`src/rtl/vram_defs.sv`:
```
// rtl/vram_defs.sv - shared VRAM requester IDs for the arbiter and its clients
package vram_defs;

    localparam int ID_W = 2;

    localparam logic [ID_W-1:0] ID_DISP = 2'd0;
    localparam logic [ID_W-1:0] ID_CPU  = 2'd1;
    localparam logic [ID_W-1:0] ID_DMA  = 2'd2;

endpackage

```
`src/rtl/vram_arbiter_rr_arb2.sv`:
```
// rtl/vram_arbiter_rr_arb2.sv - two-way round-robin pick with last-winner pointer
module rr_arb2 (
    input  logic clk_i,
    input  logic rst_i,
    input  logic req_a_i,
    input  logic req_b_i,
    input  logic upd_a_i,
    input  logic upd_b_i,
    output logic gnt_a_o,
    output logic gnt_b_o
);

    // ptr_q high means b is preferred on the next tie
    logic ptr_q;
    logic ptr_d;

    always_comb begin
        gnt_a_o = req_a_i & (~req_b_i | ~ptr_q);
        gnt_b_o = req_b_i & (~req_a_i | ptr_q);
        ptr_d   = ptr_q;
        if (upd_a_i) begin
            ptr_d = 1'b1;
        end else if (upd_b_i) begin
            ptr_d = 1'b0;
        end
    end

    always_ff @(posedge clk_i) begin
        if (rst_i) begin
            ptr_q <= 1'b0;
        end else begin
            ptr_q <= ptr_d;
        end
    end

endmodule

```
`src/rtl/vram_arbiter.sv`:
```
// rtl/vram_arbiter.sv - three-requester single-port VRAM arbiter
module vram_arbiter
    import vram_defs::*;
#(
    parameter int ADDRW      = 14,
    parameter int DATAW      = 16,
    parameter int STARVE_MAX = 8
) (
    input  logic             clk_sys,
    input  logic             rst_sys,
    input  logic             disp_req,
    input  logic             disp_we,
    input  logic [ADDRW-1:0] disp_addr,
    input  logic [DATAW-1:0] disp_din,
    input  logic             cpu_req,
    input  logic             cpu_we,
    input  logic [ADDRW-1:0] cpu_addr,
    input  logic [DATAW-1:0] cpu_din,
    input  logic             dma_req,
    input  logic             dma_we,
    input  logic [ADDRW-1:0] dma_addr,
    input  logic [DATAW-1:0] dma_din,
    output logic             disp_gnt,
    output logic             disp_rvalid,
    output logic [DATAW-1:0] disp_dout,
    output logic             cpu_gnt,
    output logic             cpu_rvalid,
    output logic [DATAW-1:0] cpu_dout,
    output logic             dma_gnt,
    output logic             dma_rvalid,
    output logic [DATAW-1:0] dma_dout,
    output logic             mem_we,
    output logic [ADDRW-1:0] mem_addr,
    output logic [DATAW-1:0] mem_din,
    input  logic [DATAW-1:0] mem_dout
);

    localparam logic [7:0] STARVE_LIM = 8'(STARVE_MAX);

    logic [7:0]       cpu_wait_q, cpu_wait_d, dma_wait_q, dma_wait_d;
    logic             cpu_starved, dma_starved, any_starved;
    logic             rr_gnt_a, rr_gnt_b, any_gnt;
    logic [ID_W-1:0]  sel_id;
    logic             sel_we;
    logic [ADDRW-1:0] sel_addr;
    logic [DATAW-1:0] sel_din;

    logic             mem_we_q, s1_rd_q, rd_valid_q;
    logic [ID_W-1:0]  s1_id_q, rd_id_q;
    logic [ADDRW-1:0] mem_addr_q;
    logic [DATAW-1:0] mem_din_q, disp_dout_q, cpu_dout_q, dma_dout_q;

    assign cpu_starved = cpu_req && (cpu_wait_q == STARVE_LIM);
    assign dma_starved = dma_req && (dma_wait_q == STARVE_LIM);
    assign any_starved = cpu_starved | dma_starved;

    // Starved requesters reuse the round-robin pick so a double starvation stays fair
    rr_arb2 u_rr (
        .clk_i   (clk_sys),
        .rst_i   (rst_sys),
        .req_a_i (any_starved ? cpu_starved : cpu_req),
        .req_b_i (any_starved ? dma_starved : dma_req),
        .upd_a_i (cpu_gnt),
        .upd_b_i (dma_gnt),
        .gnt_a_o (rr_gnt_a),
        .gnt_b_o (rr_gnt_b)
    );

    always_comb begin
        disp_gnt = disp_req & ~any_starved & ~rst_sys;
        cpu_gnt  = rr_gnt_a & (any_starved | ~disp_req) & ~rst_sys;
        dma_gnt  = rr_gnt_b & (any_starved | ~disp_req) & ~rst_sys;
        any_gnt  = disp_gnt | cpu_gnt | dma_gnt;

        sel_id   = ID_DISP;
        sel_we   = disp_we;
        sel_addr = disp_addr;
        sel_din  = disp_din;
        if (cpu_gnt) begin
            sel_id   = ID_CPU;
            sel_we   = cpu_we;
            sel_addr = cpu_addr;
            sel_din  = cpu_din;
        end else if (dma_gnt) begin
            sel_id   = ID_DMA;
            sel_we   = dma_we;
            sel_addr = dma_addr;
            sel_din  = dma_din;
        end

        cpu_wait_d = 8'd0;
        if (cpu_req && !cpu_gnt) begin
            cpu_wait_d = (cpu_wait_q == STARVE_LIM) ? STARVE_LIM : cpu_wait_q + 8'd1;
        end
        dma_wait_d = 8'd0;
        if (dma_req && !dma_gnt) begin
            dma_wait_d = (dma_wait_q == STARVE_LIM) ? STARVE_LIM : dma_wait_q + 8'd1;
        end
    end

    always_ff @(posedge clk_sys) begin
        if (rst_sys) begin
            cpu_wait_q  <= 8'd0;
            dma_wait_q  <= 8'd0;
            mem_we_q    <= 1'b0;
            s1_rd_q     <= 1'b0;
            s1_id_q     <= '0;
            mem_addr_q  <= '0;
            mem_din_q   <= '0;
            rd_valid_q  <= 1'b0;
            rd_id_q     <= '0;
            disp_dout_q <= '0;
            cpu_dout_q  <= '0;
            dma_dout_q  <= '0;
        end else begin
            cpu_wait_q <= cpu_wait_d;
            dma_wait_q <= dma_wait_d;
            mem_we_q   <= any_gnt & sel_we;
            s1_rd_q    <= any_gnt & ~sel_we;
            s1_id_q    <= sel_id;
            if (any_gnt) begin
                mem_addr_q <= sel_addr;
                mem_din_q  <= sel_din;
            end
            rd_valid_q <= s1_rd_q;
            rd_id_q    <= s1_id_q;
            if (rd_valid_q) begin
                if (rd_id_q == ID_DISP) disp_dout_q <= mem_dout;
                if (rd_id_q == ID_CPU)  cpu_dout_q  <= mem_dout;
                if (rd_id_q == ID_DMA)  dma_dout_q  <= mem_dout;
            end
        end
    end

    // Outputs are masked by reset so they read zero from the first reset cycle
    always_comb begin
        disp_rvalid = rd_valid_q && (rd_id_q == ID_DISP) && !rst_sys;
        cpu_rvalid  = rd_valid_q && (rd_id_q == ID_CPU)  && !rst_sys;
        dma_rvalid  = rd_valid_q && (rd_id_q == ID_DMA)  && !rst_sys;
        disp_dout   = rst_sys ? '0 : (disp_rvalid ? mem_dout : disp_dout_q);
        cpu_dout    = rst_sys ? '0 : (cpu_rvalid  ? mem_dout : cpu_dout_q);
        dma_dout    = rst_sys ? '0 : (dma_rvalid  ? mem_dout : dma_dout_q);
        mem_we      = mem_we_q & ~rst_sys;
        mem_addr    = rst_sys ? '0 : mem_addr_q;
        mem_din     = rst_sys ? '0 : mem_din_q;
    end

endmodule

```
`config.mk`:
```
export PLATFORM = sky130hd
export DESIGN_NAME = vram_arbiter
export DESIGN_NICKNAME = d
export VERILOG_FILES = /design/src/rtl/vram_defs.sv /design/src/rtl/vram_arbiter_rr_arb2.sv /design/src/rtl/vram_arbiter.sv
export SDC_FILE = /design/constraint.sdc
export NUM_CORES = 1
export LEC_CHECK = 0
export CORE_ASPECT_RATIO = 1.5
export CORE_UTILIZATION = 47
export CTS_CLUSTER_SIZE = 14
export DETAILED_ROUTE_END_ITERATION = 8
export PLACE_DENSITY = 0.86
export RECOVER_POWER = 50
export SLEW_MARGIN = 10
export SYNTH_ARGS = -nofsm -noshare
export SYNTH_HDL_FRONTEND = slang
export SYNTH_SLANG_ARGS = --single-unit
```
`constraint.sdc`:
```
create_clock -name clk_sys -period 4.39 [get_ports clk_sys]
set_input_delay 1.0975 -clock clk_sys [delete_from_list [all_inputs] [get_ports clk_sys]]
set_output_delay 1.0975 -clock clk_sys [all_outputs]
set_load 0.005 [all_outputs]
```
==> out/results.txt, run 1 <==
The clock arrives with 0.00850 ns of skew. The tools report the number of non-filler instances in the completed layout as 983. The logs give 0.34 ns for the insertion delay of the later-clocked pin in the worst-skew pair and 0.875 for the final estimated routing congestion in global placement.

The tools report the post-route cell area as 7280 um^2. The critical path's slowest cell was sky130_fd_sc_hd__dlygate4sd3_1. At the pin with the least slew margin, the transition time is 1.68 ns.

Critical path startpoint category: a primary input. The run gives 0 as the number of antenna violations at the first check in global routing. The logs give 5144 for the via count of the first global-routing pass and 0 for the final setup violation count.

Setup repair after global routing left no endpoint under its margin. Of the available clock period, the critical path in the final layout requires 95.9%. In the layout the commonest cells are 174 x sky130_fd_sc_hd__clkdlybuf4s50_1, 102 x sky130_fd_sc_hd__dfxtp_1, 98 x sky130_fd_sc_hd__a21oi_1. Yosys printed 0 warnings.

The total of hold buffers inserted after clock tree synthesis came out at 0. The number of buffer and inverter instances along the worst setup path was 3; the largest net degree at the start of global routing was 93. The logs give 2.62 nW for the leakage power and 0 for the count of endpoints failing hold in the final timing report. Measured along the y axis, the die boundary spans 128 um. The checks that failed: max-capacitance violations, max-slew violations. The wire length after detailed routing was 15100 um; the number of gates resized after CTS was 0.

In the global route stage, overall resource usage came out at 27.6%. The netlist uses 46 different library cells. CTS placed an instance of sky130_fd_sc_hd__clkbuf_16 at the clock tree root. For the setup slack at placement, the log shows 0.271 ns. In this run the worst path has a maximum fanout of 6. The utilization of the core after routing was 71.4%; the effective utilization at floorplan was 48.5%. No sink is reached through more buffers than the 2 on the longest clock path.

The run gives 45 as the number of rows created at floorplan. The time the worst path needs with I/O delays and setup came out at 4.21 ns. Fill cells in the final layout number 828. For this design the ratio of total power to cell area is 293 nW/um^2. STA classifies the critical path endpoint as an output pin. In the final timing run, aggregate negative setup slack is 0 ns. Yosys mapped a number of flops with a built-in enable equal to 0. After synthesis the cells add up to 4940 um^2. The logs give 0 for the residual overflow from global routing and 669 for the gate count after technology mapping. Average routed wire per standard cell: 15.4 um. For the worst setup path, the data arrival time is 3.11 ns. For the detailed placement HPWL, the log shows 11000 um. Derived from the worst setup path, the maximum achievable clock frequency is 238 MHz. The number of top-level pins was 199. Among all flip-flop cells after synthesis, the most frequent one is sky130_fd_sc_hd__dfxtp_1.

Summing the sequential cell areas from Yosys gives 41.3% of the chip area. The run gives 35 as the number of max-slew violations in the final report. TritonCTS built the clock tree.

The die is 85.7 um wide. A synthesized cell averages 7.39 um^2. Hold is met by 0.440 ns.

The per-cell via count in the routed design came out at 5.47. The first detailed-routing pass ran for 5 iterations. Among cell families on the critical path, the largest total delay comes from buffers and inverters. 0 antenna diodes ended up in the layout.

After the last flow step, the layout net total stands at 955. The total power of the final layout was 2.13 mW; the post-detailed-placement cell area was 6970 um^2. The maximum single-stage delay on the critical path is 0.64 ns, and the count of placed standard cells including taps is 967. By startpoint and endpoint, the worst setup path is classified as primary input to output pin. The run gives -12.3% as the worst-case headroom to the max-slew limit.

When the netlist entered floorplanning its net count stood at 787. For the count of buffers added by post-CTS timing repair for setup, the log shows 0. The required time reported for the critical path endpoint was 3.29 ns. The max-capacitance violation count was 1; the number of CTS-inserted buffers was 9. Detailed routing inserted a total of 5375 vias. The synthesized design devotes to its leading area cell type 41.3% of total area.

The signal on the critical path passes through dlygate4sd3_1 > inv_1 > a21oi_1 > a311o_2 > nor2_1 > clkdlybuf4s50_1. For the first-pass GRT wire length, the log shows 23900 um. Cells with a size suffix above 1 make up 4.75% of the layout. Ranked by total cell area, the synthesized netlist is headed by sky130_fd_sc_hd__dfxtp_1 41%, sky130_fd_sc_hd__a21oi_1 9.9%, sky130_fd_sc_hd__nand2_1 7.4%, sky130_fd_sc_hd__nor2_1 6.2%, sky130_fd_sc_hd__nor2b_1 4.7%.

Input and output buffers added on the ports amount to 198. The die outline area was 10900 um^2; the number of sinks handled by clock tree synthesis was 102. Once routing completed, OpenROAD measured the worst setup slack at 0.180 ns.

The clock-pin slew on the worst setup and hold paths is 0.07 ns, and the count of antenna-violating nets left after detailed routing is 0. The worst hold path class is flop to flop. The layout-stage area growth over the synthesis result is 47.3%.

The synthesized design spends more area on one cell type than any other, namely sky130_fd_sc_hd__dfxtp_1. The most common library cell in the layout ignoring fill and taps is sky130_fd_sc_hd__clkdlybuf4s50_1. The share of flip-flops with an asynchronous set or reset was 0%; the level count of the clock H-tree was 3. After detailed routing, the number of remaining DRC violations is 0. The run finished, with violations left. The placeable core region is 10200 um^2. After synthesis the netlist holds a flip-flop and latch count of 102. The number of DRC markers after the initial detailed-route iteration was 244. For the worst vdd rail ir drop, the log shows 0.178 mV.
-- path summary, 6_finish.rpt --
check,endpoint,start,cells past startpoint,slack (ns)
max,dma_gnt,disp_req,6,0.18
min,rd_id_q[0],s1_id_q[0],1,0.44
max reg2reg,mem_addr_q[4],dma_wait_q[0],8,1.63
min reg2reg,rd_id_q[0],s1_id_q[0],1,0.44
-- sequential cells by signal, summed over array words and instances, names as in the netlist --
name         flops
dma_wait_q       8
dma_dout_q      16
mem_din_q       16
mem_addr_q      14
mem_we_q         1
disp_dout_q     16
rd_valid_q       1
s1_id_q          2
u_rr.ptr_q       1
cpu_wait_q       8
cpu_dout_q      16
s1_rd_q          1
rd_id_q          2
-- area by class of cell --
| type | count | area (um^2) | share of cell area (%) |
|---|---|---|---|
| inverters | 10 | 37.5 | 0.516 |
| multi-input cells | 505 | 2640 | 36.2 |
| flip-flops and latches | 102 | 2040 | 28.1 |
| well taps | 141 | 176 | 2.42 |
| clock inverters | 7 | 78.8 | 1.08 |
| clock buffers | 9 | 225 | 3.10 |
| repair buffers | 209 | 2080 | 28.6 |
-- power breakdown --
group	switching [mW]	internal (mW)
sequential	0.0166	0.961
combinational	0.156	0.187
clock	0.365	0.448
-- cells by family after synthesis --
kind of cell               synth area share, %
DFF                                       41.3
AOI/OAI and AO/OA                         23.9
xor gates and xnor gates                  2.13
adders and majority gates                 1.01
and+or+nand+nor                           26.0
buffers and inverters                     5.60
-- metal layers --
layer,vias to the layer above,wire (um),track usage [%]
met4,0,529,14.7
met1,2464,5710,29.8
met2,233,7990,51.1
li1,2642,-,-
met5,-,0,0
met3,36,910,3.81
-- synth_stat cells (all sizes together) (7+ instances only) --
| library cell | instances |
|---|---|
| o21ai | 65 |
| nor2b | 37 |
| nand3 | 39 |
| a31oi | 32 |
| clkbuf | 36 |
| xor2 | 7 |
| nor2 | 82 |
| dfxtp | 102 |
| inv | 10 |
| buf | 16 |
| nand2 | 97 |
| a21oi | 98 |
Note: power is estimated with default switching activity, not from simulation.
==> run 2: changes to the inputs <==
--- a/config.mk
+++ b/config.mk
@@ -5,8 +5,9 @@
 export SDC_FILE = /design/constraint.sdc
 export NUM_CORES = 1
 export LEC_CHECK = 0
-export CORE_ASPECT_RATIO = 1.5
+export CORE_ASPECT_RATIO = 1.75
 export CORE_UTILIZATION = 47
+export CTS_CLUSTER_DIAMETER = 80
 export CTS_CLUSTER_SIZE = 14
 export DETAILED_ROUTE_END_ITERATION = 8
 export PLACE_DENSITY = 0.86
==> run 2 against run 1 <==
Compared with the run above:
- the flow still finishes with violations (max-capacitance violations, max-slew violations)
- maximum frequency is 2.7% higher
- via count up 0.50%
- routed wire length increased by 2.4%
- die area about the same
- sequential cell count unchanged
- total power decreased by 2.6%
- non-clock buffer count down 2
- worst setup slack gained 0.11 ns
- count of clock-buffer cells in the layout increased by 2
- combinational power barely moved
- first-iteration DRC count grew 9.8%
- register-to-register slack worse by 0.46 ns
==> out/results.txt, run 2 (same netlist as run 1, synthesis figures left out) <==
The run finished, with violations left. The checks that failed: max-capacitance violations, max-slew violations. The largest net degree at the start of global routing was 96 (+3.2%); the wire length after detailed routing was 15500 um (+2.4%). The per-cell via count in the routed design was 5.59 (+2.2%); the required time reported for the critical path endpoint was 3.29 ns (about the same). The final estimated routing congestion in global placement is 0.839 (-4.2%), and the final setup violation count is 0 (unchanged).

The worst hold path class was flop to flop. The worst vdd rail ir drop was 0.218 mV (+22%). The tools report the critical path startpoint category as a primary input. The number of antenna violations at the first check in global routing is 0 (unchanged), and the number of optimization iterations in the first detailed-route pass is 5 (unchanged).

The worst setup path is of the primary input to output pin kind. The total of hold buffers inserted after clock tree synthesis was 0 (unchanged); the clock-pin slew on the worst setup and hold paths was 0.07 ns (about the same). For the max-capacitance violation count, the log shows 1 (unchanged). STA classifies the critical path endpoint as an output pin. The power density normalized to cell area was 288 nW/um^2 (-1.8%); the die outline area was 10900 um^2 (about the same). Number of port buffers: 198 (unchanged). The tools report the number of gates resized after CTS as 0 (unchanged). The effective utilization at floorplan is 48.3% (-0.23 points), and the data arrival time of the critical path is 3.00 ns (-0.11 ns).

The utilization of the core after routing is 70.5% (-0.88 points). The tools report the total power of the final layout as 2.08 mW (-2.6%). The beginning of the critical path was disp_req. The critical path's slowest cell is sky130_fd_sc_hd__dlygate4sd3_1.

The fraction of the cycle the final worst path needs was 93.4% (-2.5 points); the maximum fanout count along the critical path was 6 (unchanged). The top cell types in the final layout, fill and taps aside, are 170 x sky130_fd_sc_hd__clkdlybuf4s50_1, 102 x sky130_fd_sc_hd__dfxtp_1, 98 x sky130_fd_sc_hd__a21oi_1. For the setup slack of the worst register-to-register path, the log shows 1.17 ns (-0.46 ns).

TritonCTS built the clock tree. The die outline height is 138 um (+7.9%). The average routed wire per standard cell came out at 16.0 um (+4.0%).

The logs give 10200 um^2 (+0.47%) for the placeable core region and 953 (-0.21%) for the total number of nets in the final design. For the number of DRC markers after the initial detailed-route iteration, the log shows 268 (+9.8%). Setup repair after global routing left no endpoint under its margin.

The number of CTS-inserted buffers came out at 9 (unchanged). The area growth from synthesis to layout is 46.1%. The via count of the first global-routing pass is 5287 (+2.8%). The leakage power is 2.61 nW (-0.36%).

For the total via count in the routed design, the log shows 5402 (+0.50%). The tools report the root buffer cell as sky130_fd_sc_hd__clkbuf_16. The logs give 102 (unchanged) for the number of sinks handled by clock tree synthesis and 0 ns (unchanged) for the total negative slack. The detailed placement HPWL was 11300 um (+2.9%); the number of top-level pins was 199 (unchanged). The logic depth of the worst register-to-register path was 7 (-1). The fraction of final layout cells sized beyond drive strength 1 was 4.40% (-0.35 points); the width of the chip was 79.5 um (-7.2%). The insertion delay of the later-clocked pin in the worst-skew pair was 0.34 ns (about the same). For the count of antenna diodes in the layout, the log shows 0 (unchanged). Transition at the pin with the smallest max-transition slack: 1.64 ns (-0.0463 ns).

The startpoint identified for the worst register-to-register timing path is dma_wait_q[0]. For the count of antenna-violating nets left after detailed routing, the log shows 0 (unchanged). First-pass GRT wire length: 24600 um (+3.1%).

Count of buffers added by post-CTS timing repair for setup: 0 (unchanged). Count of endpoints failing hold in the final timing report: 0 (unchanged). The number of max-slew violations in the final report is 35 (unchanged). The most critical setup path has its endpoint at dma_gnt. The tools report the level count of the clock H-tree as 3 (unchanged). The number of rows created at floorplan is 49 (+8.9%). The largest buffer count on any clock path was 2 (unchanged).

The time the worst path needs with I/O delays and setup is 4.10 ns (-0.110 ns), and the achievable frequency is 244 MHz (+2.7%). For the residual overflow from global routing, the log shows 0 (unchanged). The worst register-to-register path ends at mem_addr_q[6]. Walking the worst path, the cells encountered are dlygate4sd3_1 > inv_1 > a21oi_1 > a311o_2 > nor2_1 > clkdlybuf4s50_1. Most common library cell in the layout ignoring fill and taps: sky130_fd_sc_hd__clkdlybuf4s50_1. The worst-case headroom to the max-slew limit came out at -9.24% (+3.1 points). The worst-case clock skew was 0.0109 ns (+0.00241 ns); the total routing usage reported by global routing was 29.0% (+1.4 points). The maximum single-stage delay on the critical path is 0.62 ns (-0.02 ns).

The number of remaining DRC errors is 0 (unchanged).
## run 2: metal layers
metal,global-route usage [%],vias to the layer above,wire [um]
met4,15.7,0,638
li1,-,2637,-
met3,5.89,51,1020
met5,0,-,0
met2,53.7,255,8310
met1,29.6,2459,5520
## run 2: report_power, final
part / switching (mW) / internal, mW / total [mW]
Combinational: 0.156 / 0.184 / 0.341
Clock: 0.353 / 0.407 / 0.760
Sequential: 0.0164 / 0.961 / 0.978
Total: 0.526 / 1.55 / 2.08
## run 2: cell type report
type | count | area, um^2
well taps | 127 | 159
clock inverters | 5 | 40.0
clock buffers | 11 | 243
multi-input cells | 505 | 2630
inverters | 10 | 37.5
flip-flops and latches | 102 | 2040
fillers | 841 | 3020
repair buffers | 207 | 2070
## run 2: how the worst min path moves through the flow
stage	start	end	slack, ns	cells after the start
6_report	s1_id_q[1]	rd_id_q[1]	0.43	1
2_1_floorplan	s1_id_q[0]	rd_id_q[0]	0.41	1
4_1_cts	s1_rd_q	rd_valid_q	0.44	1
3_3_place_gp	s1_id_q[1]	rd_id_q[1]	0.42	1
3_5_place_dp	s1_rd_q	rd_valid_q	0.42	1
5_1_grt	s1_rd_q	rd_valid_q	0.45	1
## run 2: per-stage QoR
| stage | hold WS [ns] | area, um^2 | setup slack (ns) | std cells |
|---|---|---|---|---|
| final | 0.433 | 7220 | 0.290 | 967 |
| after CTS | 0.438 | 7220 | 0.404 | 967 |
| after floorplan | 0.414 | 4940 | 1.15 | 669 |
| after global routing | 0.451 | 7220 | 0.228 | 967 |
| after detailed placement | 0.424 | 6940 | 0.403 | 951 |
| after global placement | 0.417 | 6940 | 0.483 | 951 |
## run 2: worst max-delay path: cells and delay by family
family	cells	cell delay, ns
AOI/OAI and AO/OA	2	0.53
and+or+nand+nor	1	0.10
buffers and inverters	3	1.27
